==> src/rtl/aes_serial_share_loader.sv <==
// Masking front-end for the byte-serial first-order masked AES core: shares pt/key, streams them
// in under core reset, collects ciphertext shares. Optional macro: SHARE_LOADER_ZEROMASK_EN.
module aes_serial_share_loader #(
    parameter logic [31:0] LFSR_SEED = 32'hACE1_2468,
    parameter int unsigned TIMEOUT   = 1023
) (
    input  logic         clk,
    input  logic         rst,
    input  logic         start,
    input  logic [127:0] pt,
    input  logic [127:0] key,
    output logic         busy,
    output logic         ct_valid,
    output logic         err,
    output logic [127:0] ct1,
    output logic [127:0] ct2,
    output logic         c_rst,
    output logic [7:0]   c_r,
    output logic [7:0]   c_input1,
    output logic [7:0]   c_input2,
    output logic [7:0]   c_key1,
    output logic [7:0]   c_key2,
    input  logic [7:0]   c_output1,
    input  logic [7:0]   c_output2,
    input  logic         c_done
);

    typedef enum logic [2:0] {StIdle, StLoad, StRun, StCollect, StDone} state_e;

    // An all-zero seed would lock the LFSR.
    localparam logic [31:0] SeedEff = (LFSR_SEED == 32'h0) ? 32'h1 : LFSR_SEED;

    state_e        state_q, state_d;
    logic [127:0]  pt_q, pt_d, key_q, key_d;
    logic [127:0]  ct1_q, ct1_d, ct2_q, ct2_d;
    logic [3:0]    k_q, k_d;
    logic [31:0]   run_cnt_q, run_cnt_d;
    logic          err_q, err_d;
    logic [31:0]   lfsr_q, lfsr_d;
    logic [7:0]    m_p, m_k, m_r;
    logic [127:0]  pt_sel, key_sel;

    // x^32 + x^22 + x^2 + x + 1, 24 steps per cycle so bits [23:0] are all fresh.
    function automatic logic [31:0] lfsr_step24(input logic [31:0] s);
        logic [31:0] v;
        v = s;
        for (int i = 0; i < 24; i++) begin
            v = {v[30:0], v[31] ^ v[21] ^ v[1] ^ v[0]};
        end
        return v;
    endfunction

    assign lfsr_d = lfsr_step24(lfsr_q);

`ifdef SHARE_LOADER_ZEROMASK_EN
    assign m_p = 8'h00;
    assign m_k = 8'h00;
    assign m_r = 8'h00;
`else
    assign m_p = lfsr_q[7:0];
    assign m_k = lfsr_q[15:8];
    assign m_r = lfsr_q[23:16];
`endif

    always_ff @(posedge clk) begin
        if (rst) begin
            state_q <= StIdle;
        end else begin
            state_q <= state_d;
        end
    end

    always_ff @(posedge clk) begin
        if (rst) begin
            pt_q      <= '0;
            key_q     <= '0;
            ct1_q     <= '0;
            ct2_q     <= '0;
            k_q       <= '0;
            run_cnt_q <= '0;
            err_q     <= 1'b0;
            lfsr_q    <= SeedEff;
        end else begin
            pt_q      <= pt_d;
            key_q     <= key_d;
            ct1_q     <= ct1_d;
            ct2_q     <= ct2_d;
            k_q       <= k_d;
            run_cnt_q <= run_cnt_d;
            err_q     <= err_d;
            lfsr_q    <= lfsr_d;
        end
    end

    always_comb begin
        state_d   = state_q;
        pt_d      = pt_q;
        key_d     = key_q;
        ct1_d     = ct1_q;
        ct2_d     = ct2_q;
        k_d       = k_q;
        run_cnt_d = run_cnt_q;
        err_d     = 1'b0;
        unique case (state_q)
            StIdle: begin
                if (start) begin
                    pt_d    = pt;
                    key_d   = key;
                    k_d     = '0;
                    state_d = StLoad;
                end
            end
            StLoad: begin
                k_d = k_q + 4'd1;
                if (k_q == 4'd15) begin
                    run_cnt_d = '0;
                    state_d   = StRun;
                end
            end
            StRun: begin
                if (c_done) begin
                    ct1_d   = {ct1_q[119:0], c_output1};
                    ct2_d   = {ct2_q[119:0], c_output2};
                    k_d     = 4'd1;
                    state_d = StCollect;
                end else if (run_cnt_q == TIMEOUT) begin
                    err_d   = 1'b1;
                    state_d = StIdle;
                end else begin
                    run_cnt_d = run_cnt_q + 32'd1;
                end
            end
            StCollect: begin
                if (c_done) begin
                    ct1_d = {ct1_q[119:0], c_output1};
                    ct2_d = {ct2_q[119:0], c_output2};
                    k_d   = k_q + 4'd1;
                    if (k_q == 4'd15) begin
                        state_d = StDone;
                    end
                end else begin
                    err_d   = 1'b1;
                    state_d = StIdle;
                end
            end
            StDone:  state_d = StIdle;
            default: state_d = StIdle;
        endcase
    end

    always_comb begin
        pt_sel   = pt_q << {k_q, 3'b000};
        key_sel  = key_q << {k_q, 3'b000};
        busy     = (state_q != StIdle);
        ct_valid = (state_q == StDone);
        c_rst    = rst | (state_q == StIdle) | (state_q == StLoad);
        // Randomness only matters once the core is running.
        c_r      = c_rst ? 8'h00 : m_r;
        c_input1 = 8'h00;
        c_input2 = 8'h00;
        c_key1   = 8'h00;
        c_key2   = 8'h00;
        if (state_q == StLoad) begin
            c_input1 = pt_sel[127:120] ^ m_p;
            c_input2 = m_p;
            c_key1   = key_sel[127:120] ^ m_k;
            c_key2   = m_k;
        end
    end

    assign err = err_q;
    assign ct1 = ct1_q;
    assign ct2 = ct2_q;

endmodule

==> config.mk <==
export PLATFORM = sky130hd
export DESIGN_NAME = aes_serial_share_loader
export DESIGN_NICKNAME = d
export VERILOG_FILES = /design/src/rtl/aes_serial_share_loader.sv
export SDC_FILE = /design/constraint.sdc
export NUM_CORES = 1
export LEC_CHECK = 0
export BUFFER_PORTS_ARGS = -buffer_cell sky130_fd_sc_hd__buf_2
export CORE_MARGIN = 10
export CORE_UTILIZATION = 46
export DETAILED_ROUTE_END_ITERATION = 7
export PLACE_DENSITY = 0.71
export SKIP_CTS_REPAIR_TIMING = 1
export SYNTH_ARGS = -nofsm -noshare
export SYNTH_HDL_FRONTEND = slang
export SYNTH_SLANG_ARGS = --single-unit
==> constraint.sdc <==
create_clock -name clk -period 7.2 [get_ports clk]
set_clock_uncertainty 0.05 [all_clocks]
set_input_delay 0.36 -clock clk [delete_from_list [all_inputs] [get_ports clk]]
set_output_delay 0.36 -clock clk [all_outputs]
set_load 0.005 [all_outputs]
* Word-level counts from Yosys, hierarchy flattened
Cells that the tools add are included.
Operators by class: reductions and logical operators 10, multiplexer cells 24, bitwise logic cells 76, equality and inequality tests 14, shift-type cells 2, add/sub/neg operators 2
Operator list (number):
- $shl A128 B7 Y128 | 2
- $mux W32 | 3
- $xor A1 B1 Y1 | 72
- $pmux W32 S2 | 1
- $mux W8 | 5
- $add A32 B1 Y32 const B | 1
- $eq A32 B10 Y1 const B | 1
- $mux W3 | 6
- $pmux W4 S4 | 1
- $xor A8 B8 Y8 | 2
- $mux W4 | 3
- $ne A2 B2 Y1 const B | 6
- $pmux W3 S4 | 1
- $reduce_and A4 Y1 | 3
- $eq A3 B2 Y1 const B | 2
- $ne A3 B3 Y1 const B | 2
- $add A4 B1 Y4 const B | 1
- $eq A4 B4 Y1 const B | 1
- $reduce_and A2 Y1 | 2
- $reduce_bool A4 Y1 | 1
- $eq A3 B1 Y1 const B | 1
- $eq A3 B3 Y1 const B | 1
- $logic_not A3 Y1 | 1
- $mux W1 | 3
- 5 further kinds | 6
Word-level totals: bits in registers 584, output and inout port bits 300, logic and storage cells 137, bits of input ports 276

* Depth between registers and ports, before layout
depth in word-level cells 26, depth in mapped cells 10, mapped depth without buffers 8

* Worst setup path before layout
Ideal clock, no wire load.
path type register to output, start point register k_q[0], end point output port c_key1[5], data required time 6.790 ns, stages on the path, launching flop included 9, path buffers 4, path slack 4.188 ns, arrival time 2.602 ns, path through dfxtp_1 -> clkbuf_1 -> buf_2 -> clkbuf_1 -> clkbuf_1 -> mux4_2 -> mux4_2 -> xnor2_1 -> nor2_1
Between the ends: word-level cells in the longest chain between the ends 3
Ends and longest elaborated chain:
- from (decl) | RTL line 36 | logic [3:0] k_q, k_d;
- from (signal assigned) | RTL line 88 | k_q <= k_d;
- $shl A128 B7 Y128 | RTL line 153 | key_sel = key_q << {k_q, 3'b000};
- $xor A8 B8 Y8 | RTL line 166 | c_key1 = key_sel[127:120] ^ m_k;
- $mux W8 | RTL line 163 | if (state_q == StLoad) begin
- to (decl) | RTL line 21 | output logic [7:0] c_key1,
Every way passes these cells.

* Worst setup path in the final report
start point register k_q[0], end point output port c_input1[7]
Between the ends: word-level cells in the longest chain between the ends 3
Ends and longest elaborated chain:
- $shl A128 B7 Y128 | RTL line 152 | pt_sel = pt_q << {k_q, 3'b000};
- $xor A8 B8 Y8 | RTL line 164 | c_input1 = pt_sel[127:120] ^ m_p;
- $mux W8 | RTL line 163
- to (decl) | RTL line 19 | output logic [7:0] c_input1,
Every way passes these cells.

==> impl_metrics.sql <==
INSERT INTO impl_metrics (metric_group, metric, value, unit) VALUES
('floorplan', 'start_util', '0.468', ''),
('setup_path', 'worst_r2r_path_depth', '5', ''),
('yosys', 'yosys_warnings', '0', ''),
('yosys', 'netlist_instances', '2758', ''),
('detailed_routing', 'final_wirelength', '86000', 'microns'),
('yosys', 'postSynth.asyncResetShare', '0', ''),
('floorplan', 'die_ht', '244', 'microns'),
('cells_and_area', 'area_taken_by_multi_input_logic_gates', '10600', 'sq um'),
('outcome', 'violations_in_the_final_reports', 'design-rule violations, negative hold slack', ''),
('detailed_routing', 'drt-wirelength-per-cell', '20.6', 'microns'),
('pwr', 'power_leakage', '12.3', 'nW'),
('timing', 'setup_total_negative_slack', '0', 'ns'),
('clocking', 'tritoncts_clock_tree', 'yes', ''),
('global_route', 'grt_pass1_wl', '116000', 'microns'),
('pwr', 'ir_worst_vdd', '615', 'uV'),
('pwr', 'p_per_area', '345', 'nW/um^2'),
('placed_design', 'dp.final_hpwl', '56300', 'microns'),
('detailed_routing', 'pre_repair_dr_iteration_count', '8', ''),
('global_route', 'grt_util_all_layers', '0.245', ''),
('pwr', 'power', '10.6', 'mW'),
('worst_hold_path', 'timing.hold.worst.start', 'key[34]', ''),
('cells_and_area', 'mostFrequentLayoutCells', '1042 x sky130_fd_sc_hd__nand2_1, 582 x sky130_fd_sc_hd__dfxtp_1, 574 x sky130_fd_sc_hd__buf_2, 519 x sky130_fd_sc_hd__a21oi_1, 251 x sky130_fd_sc_hd__dlygate4sd3_1', ''),
('timing', 'final_min_period_over_clock_period', '0.578', ''),
('cells_and_area', 'final_cells', '4177', ''),
('timing', 'number_of_endpoints_with_negative_hold_slack_in_the_final_report', '3', ''),
('placed_design', 'placed_area', '26100', 'sq um'),
('worst_hold_path', 'hold_path.class', 'in -> reg', ''),
('yosys', 'syn-mean-instance-area', '8.35', 'sq um'),
('global_route', 'grt_antenna_before_repair', '12', ''),
('floorplan', 'placeableCoreArea', '49300', 'sq um'),
('clocking', 'cts.sink_count', '584', ''),
('setup_path', 'worstSetupPathType', 'reg -> out', ''),
('yosys', 'seq_cells_post_synth', '584', ''),
('yosys', 'yosys.area_share.xor_xnor', '0.0501', ''),
('setup_path', 'crit_start', 'k_q[0]$_SDFFE_PP0P_', ''),
('setup_path', 'worst_setup_path_start_kind', 'flip-flop', ''),
('placed_design', 'place.detailed.instances', '3805', ''),
('timing', 'hold-worst-slack', '-0.0117', 'ns'),
('global_route', 'grt_start_max_net_pins', '213', ''),
('timing', 'worst_slew_margin_rel', '0.224', ''),
('timing', 'maxSlewViolCount', '0', ''),
('setup_path', 'r2r-start', 'state_q[0]$_SDFFE_PP0P_', ''),
('detailed_routing', 'route.detailed.drc', '1', ''),
('clocking', 'cts_max_path_buffers', '3', ''),
('yosys', 'synth_top_flop_cell', 'sky130_fd_sc_hd__dfxtp_1', ''),
('detailed_routing', 'ant_nets', '0', ''),
('yosys', 'netlist_top_cells_area', 'sky130_fd_sc_hd__dfxtp_1 51%, sky130_fd_sc_hd__nand2_1 17%, sky130_fd_sc_hd__a21oi_1 11%', ''),
('placed_design', 'io_buffers', '575', ''),
('setup_path', 'critical_path.endpoint_type', 'output port', ''),
('setup_path', 'cp.required', '6.79', 'ns'),
('clocking', 'cts.root.buffer_cell', 'sky130_fd_sc_hd__clkbuf_16', ''),
('cells_and_area', 'fillerInstances', '3993', ''),
('yosys', 'post_synth_cell_types', '37', ''),
('clocking', 'clock_latency', '0.62', 'ns'),
('outcome', 'status', 'complete, but fails checks', ''),
('yosys', 'synth_mux_area_frac', '0.0792', ''),
('setup_path', 'timing.critical_path.arrival', '3.75', 'ns'),
('placed_design', 'gp_congestion', '0.908', ''),
('detailed_routing', 'detail_route.vias_per_cell', '5.44', ''),
('setup_path', 'highest_net_fanout_along_the_worst_path', '42', ''),
('yosys', 'largest_area_contributor_in_the_netlist', 'sky130_fd_sc_hd__dfxtp_1', ''),
('clocking', 'htreeDepth', '2', ''),
('cells_and_area', 'num-nets-final', '3730', ''),
('global_route', 'via_count_of_the_first_global_routing_pass', '19927', ''),
('setup_path', 'r2r-end', 'key_q[64]$_SDFFE_PP0P_', ''),
('worst_hold_path', 'holdPathEnd', 'key_q[34]$_SDFFE_PP0P_', ''),
('yosys', 'synth.top_cell.area_share', '0.508', ''),
('yosys', 'postSynthNetCount', '3036', ''),
('cells_and_area', 'synthToLayoutAreaGrowth', '33.6', '%'),
('yosys', 'dominant_combinational_cell_family_by_area_after_synthesis', 'simple AND/OR/NAND/NOR gates', ''),
('cells_and_area', 'mostFrequentLayoutCell', 'sky130_fd_sc_hd__nand2_1', '');
==> cell type report <==
| type | count | share of cell area |
|---|---|---|
| diodes | 11 | 0.000895 |
| clock buffers | 80 | 0.0541 |
| clock inverters | 30 | 0.0144 |
| inverters | 7 | 0.000854 |
| multi-input cells | 1959 | 0.343 |
| flip-flops and latches | 584 | 0.380 |
| well taps | 664 | 0.0270 |
| repair buffers | 842 | 0.180 |
==> where the power goes <==
part | total, mW | internal, mW | switching, mW
Clock | 3.31 | 1.95 | 1.35
Sequential | 3.68 | 3.48 | 0.200
Combinational | 3.63 | 1.86 | 1.77
==> metrics by stage <==
step	setup WS, ns	hold slack [ns]	utilization
after floorplan	4.19	0.383	-
after global placement	3.66	0.389	0.530
after detailed placement	3.64	0.393	0.530
after CTS	2.98	-0.117	0.573
after global routing	2.80	-0.00235	0.625
final	3.04	-0.0117	0.625
==> cells in the mapped netlist (all sizes together), types with 3 or more instances <==
| master | count |
|---|---|
| a21oi | 519 |
| and2 | 27 |
| and3 | 6 |
| buf | 14 |
| clkbuf | 194 |
| dfxtp | 584 |
| inv | 7 |
| mux4 | 80 |
| nand2 | 1044 |
| nand2b | 12 |
| nand3 | 17 |
| nand4 | 11 |
| nor2 | 74 |
| nor2b | 7 |
| nor3 | 11 |
| nor4 | 7 |
| o21ai | 3 |
| or2 | 8 |
| xnor2 | 78 |
| xnor3 | 4 |
| xor2 | 34 |
==> cells by family after synthesis <==
group	count (synthesis)
mux	82
compound gates	529
buf+inv	215
flops	584
simple gates	1228
xor+xnor	118
fa+ha+maj	2
==> flip-flops by register name, summed over array words and instances, names as in the netlist <==
signal / flops
lfsr_q: 32
state_q: 3
err: 1
key_q: 128
ct2: 128
ct1: 128
k_q: 4
pt_q: 128
run_cnt_q: 32
==> critical path, cell delays in order, from the launching register on <==
cell and delay, ns:
sky130_fd_sc_hd__dfxtp_4 0.91, sky130_fd_sc_hd__buf_4 0.59, sky130_fd_sc_hd__mux4_2 0.58, sky130_fd_sc_hd__mux4_2 0.59, sky130_fd_sc_hd__xnor2_1 0.16, sky130_fd_sc_hd__nor2_1 0.11, sky130_fd_sc_hd__buf_2 0.14
==> worst max path at each step <==
stage	endpoint	cells after the start	slack (ns)
floorplan	c_key1[5]	8	4.19
CTS	c_input1[2]	6	2.98
detailed placement	c_input1[2]	6	3.64
finish	c_input1[7]	6	3.04
global route	c_input1[7]	6	2.80
global placement	c_input1[7]	6	3.66
==> routing by layer <==
layer | vias to the layer above | global-route usage | wire length, microns
met1 | 10657 | 0.307 | 32400
met2 | 1255 | 0.410 | 41200
met4 | 6 | 0.0970 | 4710
met3 | 351 | 0.0467 | 7630
met5 | - | 0 | 39
li1 | 10442 | - | -
Power figures use the tool's default switching activity.
